<file path="src/rtl/thread_fetch.sv">
// Two-thread round-robin instruction fetch stage with a single output register.
// Optional prefix fusion is enabled by defining FETCH_PRE_FUSE_EN.
module thread_fetch (
    input  logic        clk,
    input  logic        reset,
    output logic [15:0] imem_addr,
    input  logic [15:0] imem_rdata,
    input  logic        out_ready,
    output logic        out_valid,
    output logic [15:0] out_inst,
    output logic [15:0] out_pc,
    output logic        out_tid,
    output logic [3:0]  out_pre,
    input  logic        redirect_valid,
    input  logic        redirect_tid,
    input  logic [15:0] redirect_pc,
    input  logic        halt_req,
    input  logic        halt_tid,
    output logic        halted
);

    // Output handshake: an entry transfers on out_valid && out_ready; the
    // register may be reloaded whenever it is empty or being drained.
    logic [1:0][15:0] pc;
    logic [1:0]       hflag;
    logic             sel;

    logic       free;
    logic       ftid;
    logic       fetch;
    logic [1:0] halt_hit;
    logic [1:0] redir_hit;
    logic       kill;
    logic       is_pre;
    logic       emit;

    always_comb begin
        free      = !out_valid || out_ready;
        ftid      = hflag[sel] ? ~sel : sel;
        fetch     = free && !hflag[ftid];
        imem_addr = pc[ftid];
        halt_hit  = 2'b00;
        if (halt_req) halt_hit[halt_tid] = 1'b1;
        redir_hit = 2'b00;
        if (redirect_valid) redir_hit[redirect_tid] = 1'b1;
        // Halted threads ignore redirects, and a same-cycle halt wins.
        redir_hit = redir_hit & ~hflag & ~halt_hit;
        kill      = halt_hit[ftid] || redir_hit[ftid];
        emit      = fetch && !kill && !is_pre;
    end

    always_ff @(posedge clk or negedge reset) begin
        if (!reset) begin
            pc        <= {16'h0001, 16'h0000};
            hflag     <= 2'b00;
            sel       <= 1'b0;
            halted    <= 1'b0;
            out_valid <= 1'b0;
            out_inst  <= 16'h0000;
            out_pc    <= 16'h0000;
            out_tid   <= 1'b0;
        end else begin
            for (int t = 0; t < 2; t++) begin
                if (redir_hit[t])
                    pc[t] <= redirect_pc;
                else if (fetch && ftid == t[0] && !halt_hit[t])
                    pc[t] <= pc[t] + 16'd2;
            end
            hflag  <= hflag | halt_hit;
            halted <= halted | (&hflag);
            if (fetch) sel <= ~ftid;
            if (free) begin
                out_valid <= emit;
                if (emit) begin
                    out_inst <= imem_rdata;
                    out_pc   <= pc[ftid];
                    out_tid  <= ftid;
                end
            end else if (redir_hit[out_tid]) begin
                out_valid <= 1'b0;
            end
        end
    end

`ifdef FETCH_PRE_FUSE_EN
    logic [1:0][3:0] pend;
    logic [3:0]      pre_q;

    assign is_pre  = (imem_rdata[15:12] == 4'hF);
    assign out_pre = pre_q;

    // A pending prefix of zero is indistinguishable from no prefix.
    always_ff @(posedge clk or negedge reset) begin
        if (!reset) begin
            pend  <= '0;
            pre_q <= 4'h0;
        end else begin
            for (int t = 0; t < 2; t++) begin
                if (halt_hit[t] || redir_hit[t])
                    pend[t] <= 4'h0;
                else if (fetch && ftid == t[0])
                    pend[t] <= is_pre ? imem_rdata[3:0] : 4'h0;
            end
            if (emit) pre_q <= pend[ftid];
        end
    end
`else
    assign is_pre  = 1'b0;
    assign out_pre = 4'h0;
`endif

endmodule

</file>
<file path="config.mk">
export PLATFORM = sky130hd
export DESIGN_NAME = thread_fetch
export DESIGN_NICKNAME = d
export VERILOG_FILES = /design/src/rtl/thread_fetch.sv
export SDC_FILE = /design/constraint.sdc
export NUM_CORES = 1
export LEC_CHECK = 0
export ABC_AREA = 1
export CAP_MARGIN = 20
export CORE_MARGIN = 5
export CORE_UTILIZATION = 51
export CTS_CLUSTER_SIZE = 20
export DETAILED_ROUTE_END_ITERATION = 8
export GPL_TIMING_DRIVEN = 0
export PLACE_DENSITY_LB_ADDON = 0.3
export SYNTH_ARGS = -nofsm -noshare
export SYNTH_HDL_FRONTEND = slang
export SYNTH_SLANG_ARGS = --single-unit
</file>
<file path="constraint.sdc">
create_clock -name clk -period 2.15 [get_ports clk]
set_clock_uncertainty 0.2 [all_clocks]
set_input_delay 0.215 -clock clk [delete_from_list [all_inputs] [get_ports clk]]
set_output_delay 0.215 -clock clk [all_outputs]
set_load 0.05 [all_outputs]
</file>
==> PnR_summary.wiki <==
{| class="wikitable"
! Metric !! Value
|-
| Setup_tns || 0 ns
|-
| Critical Path Sink Type || output pin
|-
| Dpl hpwl || 9.20 mm
|-
| First-pass GRT wire length || 19.5 mm
|-
| Max-slew headroom || 40.6%
|-
| Launch instance of the worst min-delay path || imem_rdata[14]
|-
| Syn avg cell area || 7.26 um2
|-
| Worst-path fanout max || 10
|-
| Die ar. || 9780 um2
|-
| Core area || 7730 um2
|-
| Pin count of the biggest net entering global routing || 71
|-
| Part of the cycle the worst path needs || 99.0%
|-
| Synthesized area || 4030 um2
|-
| Unrepaired setup endpoints after global routing || yes
|-
| Effective utilization at floorplan || 52.2%
|-
| Worst-skew pair later-pin latency || 0.35 ns
|-
| Signed area change from the synthesized netlist to the final layout || 33.6%
|-
| Post-synthesis sequential area ratio || 43.5%
|-
| Clk pin slew, worst setup/hold paths || 0.08 ns
|-
| Number of global-route vias before repair || 3,909
|-
| Vias/cell || 5.44
|-
| Clock Sinks || 70
|-
| Final setup margin || 0.0224 ns
|-
| Pre-CTS WS || -0.466 ns
|-
| Clock Tree Root || clkbuf_8
|-
| Most frequent standard cell in the layout excluding fill and tap cells || nand2_1
|-
| Shortest clock period the worst path allows after layout || 2.13 ns
|-
| Required time worst endpoint || 1.74 ns
|-
| Initial antenna violation count || 0
|-
| Max Cap Violations || 0
|-
| Critical Path Slowest Stage Cell || dfrtp_2
|-
| Commonest non-fill, non-tap cells in the layout || 214 x nand2_1, 115 x nand3_1, 72 x clkdlybuf4s50_1
|-
| Chip width || 98.9 um
|-
| Library cell with the largest summed area after synthesis || dfrtp_1
|-
| Cell types occupying the most area after synthesis || dfrtp_1 43%, nand2_1 20%, nand3_1 14%
|-
| Type of origin of the critical path || flip-flop
|-
| Static Leak || 0.00268 uW
|-
| Clock buffer depth || 2
|-
| Number of buffers added on ports || 89
|-
| I/O pin count || 94
|-
| Number of nets in the finished design || 706
|-
| Fmax || 470 MHz
|-
| Delay of the slowest cell on the worst path || 0.45 ns
|-
| Hold Crit Class || in2reg
|-
| Post-synth top area share || 42.8%
|-
| Std cell rows || 32
|-
| Utilization after layout || 69.7%
|-
| Final Max Tran Viols || 0
|-
| Area after detailed placement || 5060 um2
|-
| Number of H-tree levels || 3
|-
| Maximum vdd drop || 303 uV
|-
| Routability congestion estimate from global placement || 0.925
|-
| Timing startpoint of the critical path || sel$_DFFE_PN0N_
|-
| Routed WL || 12.2 mm
|-
| DRC violation total after the first TritonRoute iteration || 263
|-
| Ys Warns || 0
|-
| Crit path arrival time || 1.71 ns
|-
| Total gr overflow || 0
|-
| Outcome || complete, no violations
|-
| Ys flop type || dfrtp_1
|-
| Final setup violating endpoints || 0
|-
| Number of diodes || 0
|-
| Total via count after detailed routing || 4,201
|-
| All-Layer GR Usage || 24.9%
|-
| Die Ht || 98.9 um
|-
| Count of cell types in the netlist || 30
|-
| First-pass detailed-route iteration total || 7
|-
| Power per cell area || 464 nW/um2
|-
| Drt drc || 0
|-
| Routed WL per cell || 15.8 um
|-
| List of cells traversed by the critical path || nand2_1, o21ai_4, buf_6, buf_8, o21ai_2, buf_6
|-
| Synth Instances || 555
|-
| Kind of critical path || reg2out
|-
| Total clock buffers created by CTS || 9
|-
| Worst slew pin tran || 0.891 ns
|-
| Launching point of the worst reg2reg path || hflag[0]$_DFF_PN0_
|-
| Most common cell on crit path || buf_6
|-
| Share of flip-flops with an asynchronous set or reset || 100%
|-
| Post-layout instance area || 5380 um2
|-
| Number of synthesized register bits || 70
|-
| Final hold violation count || 0
|-
| Post-route ant nets || 0
|-
| Number of enable flip-flop cells after synthesis || 0
|-
| Clock tree from TritonCTS || built
|-
| Proportion of layout cells with a drive suffix above 1 || 13.3%
|-
| Design Power || 2500 uW
|}
[logic make-up after synthesis]
kind of cell    after synthesis  share of synthesized area [%]
simple gates                381                           42.1
buf+inv                      70                           8.60
flops                        70                           43.5
compound gates               21                           2.92
xor+xnor                     10                           2.17
fa+ha+maj                     2                          0.621
other cells                   1                         0.0930
[layout make-up]
| cell class | instances | area (um2) |
|---|---|---|
| Tap cell | 102 | 128 |
| Sequential cell | 70 | 1750 |
| Timing Repair Buffer | 96 | 960 |
| Clock buffer | 10 | 128 |
| Multi-Input combinational cell | 418 | 2000 |
| Fill cell | 634 | 2340 |
| Clock inverter | 6 | 62.6 |
| Inverter | 45 | 169 |
| Buffer | 25 | 185 |
[final timing paths]
path,depth (start not counted),slack (ns),to
setup / recovery,6,0.02,imem_addr[9]
hold / removal,3,0.20,out_inst[14]$_DFFE_PN0P_
setup reg to reg,9,0.21,pc[30]$_DFFE_PN0P_
hold reg to reg,1,0.27,halted$_DFF_PN0_
max in group asynchronous,2,0.82,sel$_DFFE_PN0N_
min in group asynchronous,2,0.33,sel$_DFFE_PN0N_
[per-stage QoR]
stage | hold slack, ns | instances
3_5_place_dp | 0.192 | 749
2_1_floorplan | -0.281 | 558
6_report | 0.205 | 772
5_1_grt | 0.198 | 772
3_3_place_gp | 0.254 | 749
4_1_cts | 0.193 | 771
[cell usage after synthesis, types with 2 or more instances]
master   number
buf_1         4
buf_2         7
buf_4         6
buf_6         7
dfrtp_1      69
ha_1          2
inv_1        43
inv_2         2
nand2_1     214
nand2_2       4
nand2_4       2
nand3_1     115
nand4_1      12
nor2_1       26
nor2_4        3
o21ai_0       9
o21ai_1       8
o21ai_2       2
xnor2_1       2
xor2_1        8
[state kept, by name (all words and copies together), names as in the netlist]
| name | count |
|---|---|
| out_valid | 1 |
| hflag | 2 |
| sel | 1 |
| out_tid | 1 |
| pc | 32 |
| halted | 1 |
| out_inst | 16 |
| out_pc | 16 |
[critical path: cells and delay by family (launching register included)]
kind / cells / cell delay, ns
buffers and inverters: 3 / 0.49
AND/OR/NAND/NOR: 1 / 0.12
AO/OA/AOI/OAI: 2 / 0.29
flip-flops: 1 / 0.45
[repair_timing]
| action | 4_1_cts | 5_1_grt |
|---|---|---|
| resized for setup | 117 | 22 |
| setup endpoints to repair | 16 | 15 |
| hold endpoints to repair | 69 | 0 |
| setup buffers | 5 | 1 |
| hold buffers | 1 | 0 |
| pin swaps | 1 | 0 |
[layer usage]
layer | global-route usage [%] | part of all wire, % | up-vias
met5 | 0 | 0 | -
met4 | 9.66 | 2.8 | 0
met3 | 4.88 | 8.6 | 33
met2 | 39.9 | 48 | 211
met1 | 33.2 | 41 | 1946
li1 | - | - | 2011
[where the power goes]
part / leakage (uW) / switching (uW) / internal [uW]
Sequential: 0.000952 / 0.0000000000000295 / 1320
Clock: 0.000100 / 514 / 534
Combinational: 0.00163 / 68.3 / 68.4
Total: 0.00268 / 583 / 1920
Note: power is estimated with default switching activity, not from simulation.
==> variant, RTL diff (config.mk and constraints unchanged) <==
Build with the macro `FETCH_PRE_FUSE_EN` defined.
--- a/src/rtl/thread_fetch.sv
+++ b/src/rtl/thread_fetch.sv
@@ -2,2 +2,4 @@
 // Optional prefix fusion is enabled by defining FETCH_PRE_FUSE_EN.
+`define FETCH_PRE_FUSE_EN
+
 module thread_fetch (
Function: changed (a bounded check fails within 4 cycles, from zero or initial values and one cycle with reset low).
==> variant against the unedited design <==
  * The run now ends with setup timing left
  * Wire length increased by 9.2%
  * Worst hold slack worse by 0.099 ns
  * Final area is 8.4% higher
  * Maximum frequency shrank 1.4%
  * Sequential cell count grew 12
  * Synthesized area increased by 10%
  * Critical path depth shrank 1
  * Setup slack got worse by 0.030 ns
  * Highest routed layer unchanged
Power is not compared: it rests on default switching activity, and its combinational part moved more than twofold at a synthesized area within 25%.
==> variant: results (changes against the unedited design) <==
status=complete, but fails checks; failing checks=setup timing; Routed met1 length=5710 um (+14%); setup TNS=-0.00778 ns (-0.00778 ns); Worst Tran Pin Value=0.681 ns (-0.211 ns); final estimated routing congestion in global placement=0.930 (+0.51%); number of max-cap violations=0 (unchanged); # port buffers=93 (+4.5%); fraction of layout cells with a size suffix above 1=10.7% (-2.6 points); FF-to-FF End=pc[19]; worst reg-to-reg path cell count=7 (-2); synth top area cells=dfrtp_1 46%, nand2_1 21%, nand3_1 6.4%; drt via density=5.48 (+0.77%); GR Util All Layers=25.2% (+0.37 points); Reg clk slew, reported paths=0.10 ns (+0.02 ns); met3 wire length=1080 um (+3.3%); WL/cell=16.0 um (+1.5%); number of global-route vias before repair=4300 (+10%); HPWL after detailed placement=9930 um (+8.0%); post-synthesis adder-cell area fraction=0.564% (-0.057 points); number of fillers in the final layout=728 (+15%); first-pass GRT wire length=21000 um (+7.8%); reg2reg start=hflag[1]; class of the worst hold path=primary input to asynchronous set/reset pin; post-synthesis xor/xnor area fraction=2.37% (+0.19 points); critical path arrival=1.74 ns (+0.03 ns); top post-synthesis cells by count=253 x nand2_1, 81 x dfrtp_1, 58 x inv_1, 57 x nand3_1, 41 x o21ai_0; Seq/Total Area, Yosys=46.3% (+2.8 points); final setup vio count=1 (+1); Synth Area in Compound Gates=6.99% (+4.1 points); DRT Pass-1 Iters=5 (-2); largest net degree at the start of global routing=59 (-17%); Setup WS post-layout=-0.00778 ns (-0.0302 ns)
==> variant: cell types whose count changed after synthesis, moves of 5 or more <==
cell / unedited run / this run
nor2_1: 26 / 31
nand3_1: 115 / 57
nand2_1: 214 / 253
inv_1: 43 / 58
o21ai_0: 9 / 41
nand4_1: 12 / 22
buf_4: 6 / 1
clkbuf_1: 1 / 6
dfrtp_1: 69 / 81
==> variant: worst max path at each step <==
| stage | to | slack (ns) | cells past startpoint |
|---|---|---|---|
| 3_5_place_dp | imem_addr[7] | -0.56 | 5 |
| 2_1_floorplan | out_pc[14] | -0.28 | 6 |
| 3_3_place_gp | pc[26] | -2.26 | 1 |
| 5_1_grt | imem_addr[12] | -0.03 | 5 |
| 6_report | imem_addr[12] | -0.008 | 5 |
| 4_1_cts | imem_addr[13] | -0.01 | 5 |
==> variant: logic make-up after synthesis <==
kind of cell / count (synthesis)
compound gates: 58
buf+inv: 80
fa+ha+maj: 2
flops: 82
xor+xnor: 12
simple gates: 376
==> variant: through the flow <==
| stage | utilization (%) | worst slack, ns | instance area, sq um | cells | hold slack, ns |
|---|---|---|---|---|---|
| after detailed placement | 64.3 | -0.556 | 5530 | 812 | -0.0470 |
| after floorplan | - | -0.279 | 4440 | 610 | -0.281 |
| after CTS | 67.1 | -0.0127 | 5770 | 831 | 0.118 |
| after global placement | 64.1 | -2.26 | 5500 | 811 | 0.252 |
| final | 67.9 | -0.00778 | 5840 | 831 | 0.105 |
| after global routing | 67.9 | -0.0315 | 5840 | 831 | 0.144 |
==> variant: timing repair <==
action,in CTS,in global routing
setup endpoints to repair,16,16
pin swaps,1,0
hold buffers,1,0
gates resized for setup,124,23
endpoints found under the hold margin,81,0
setup buffers,2,0
==> variant: cell type report <==
type                            instances  area [sq um]  area share [%]
Buffer                                 20           130            2.23
Clock buffer                           10           138            2.36
Clock inverter                          6          73.8            1.26
Inverter                               60           225            3.86
Multi-Input combinational cell        448          2090            35.8
Sequential cell                        82          2050            35.2
Tap cell                              108           135            2.32
Timing Repair Buffer                   97           993            17.0
==> variant: report_power, final <==
part / internal (mW) / leakage [nW] / switching, mW / total (mW)
combinational: 0.152 / 1.69 / 0.243 / 0.394
sequential: 1.57 / 1.08 / 0.0219 / 1.59
clock: 0.581 / 0.107 / 0.619 / 1.20
==> variant: routing by layer <==
metal / up-vias / GRT usage, %
met2: 201 / 41.1
met3: 24 / 4.69
met5: - / 0
met4: 0 / 8.67
li1: 2163 / -
met1: 2169 / 33.9
==> variant: critical path, delay by kind of cell (launching register included) <==
kind            cells  cell delay [ns]
simple gates        1             0.14
buf+inv             2             0.38
flops               1             0.46
compound gates      2             0.40
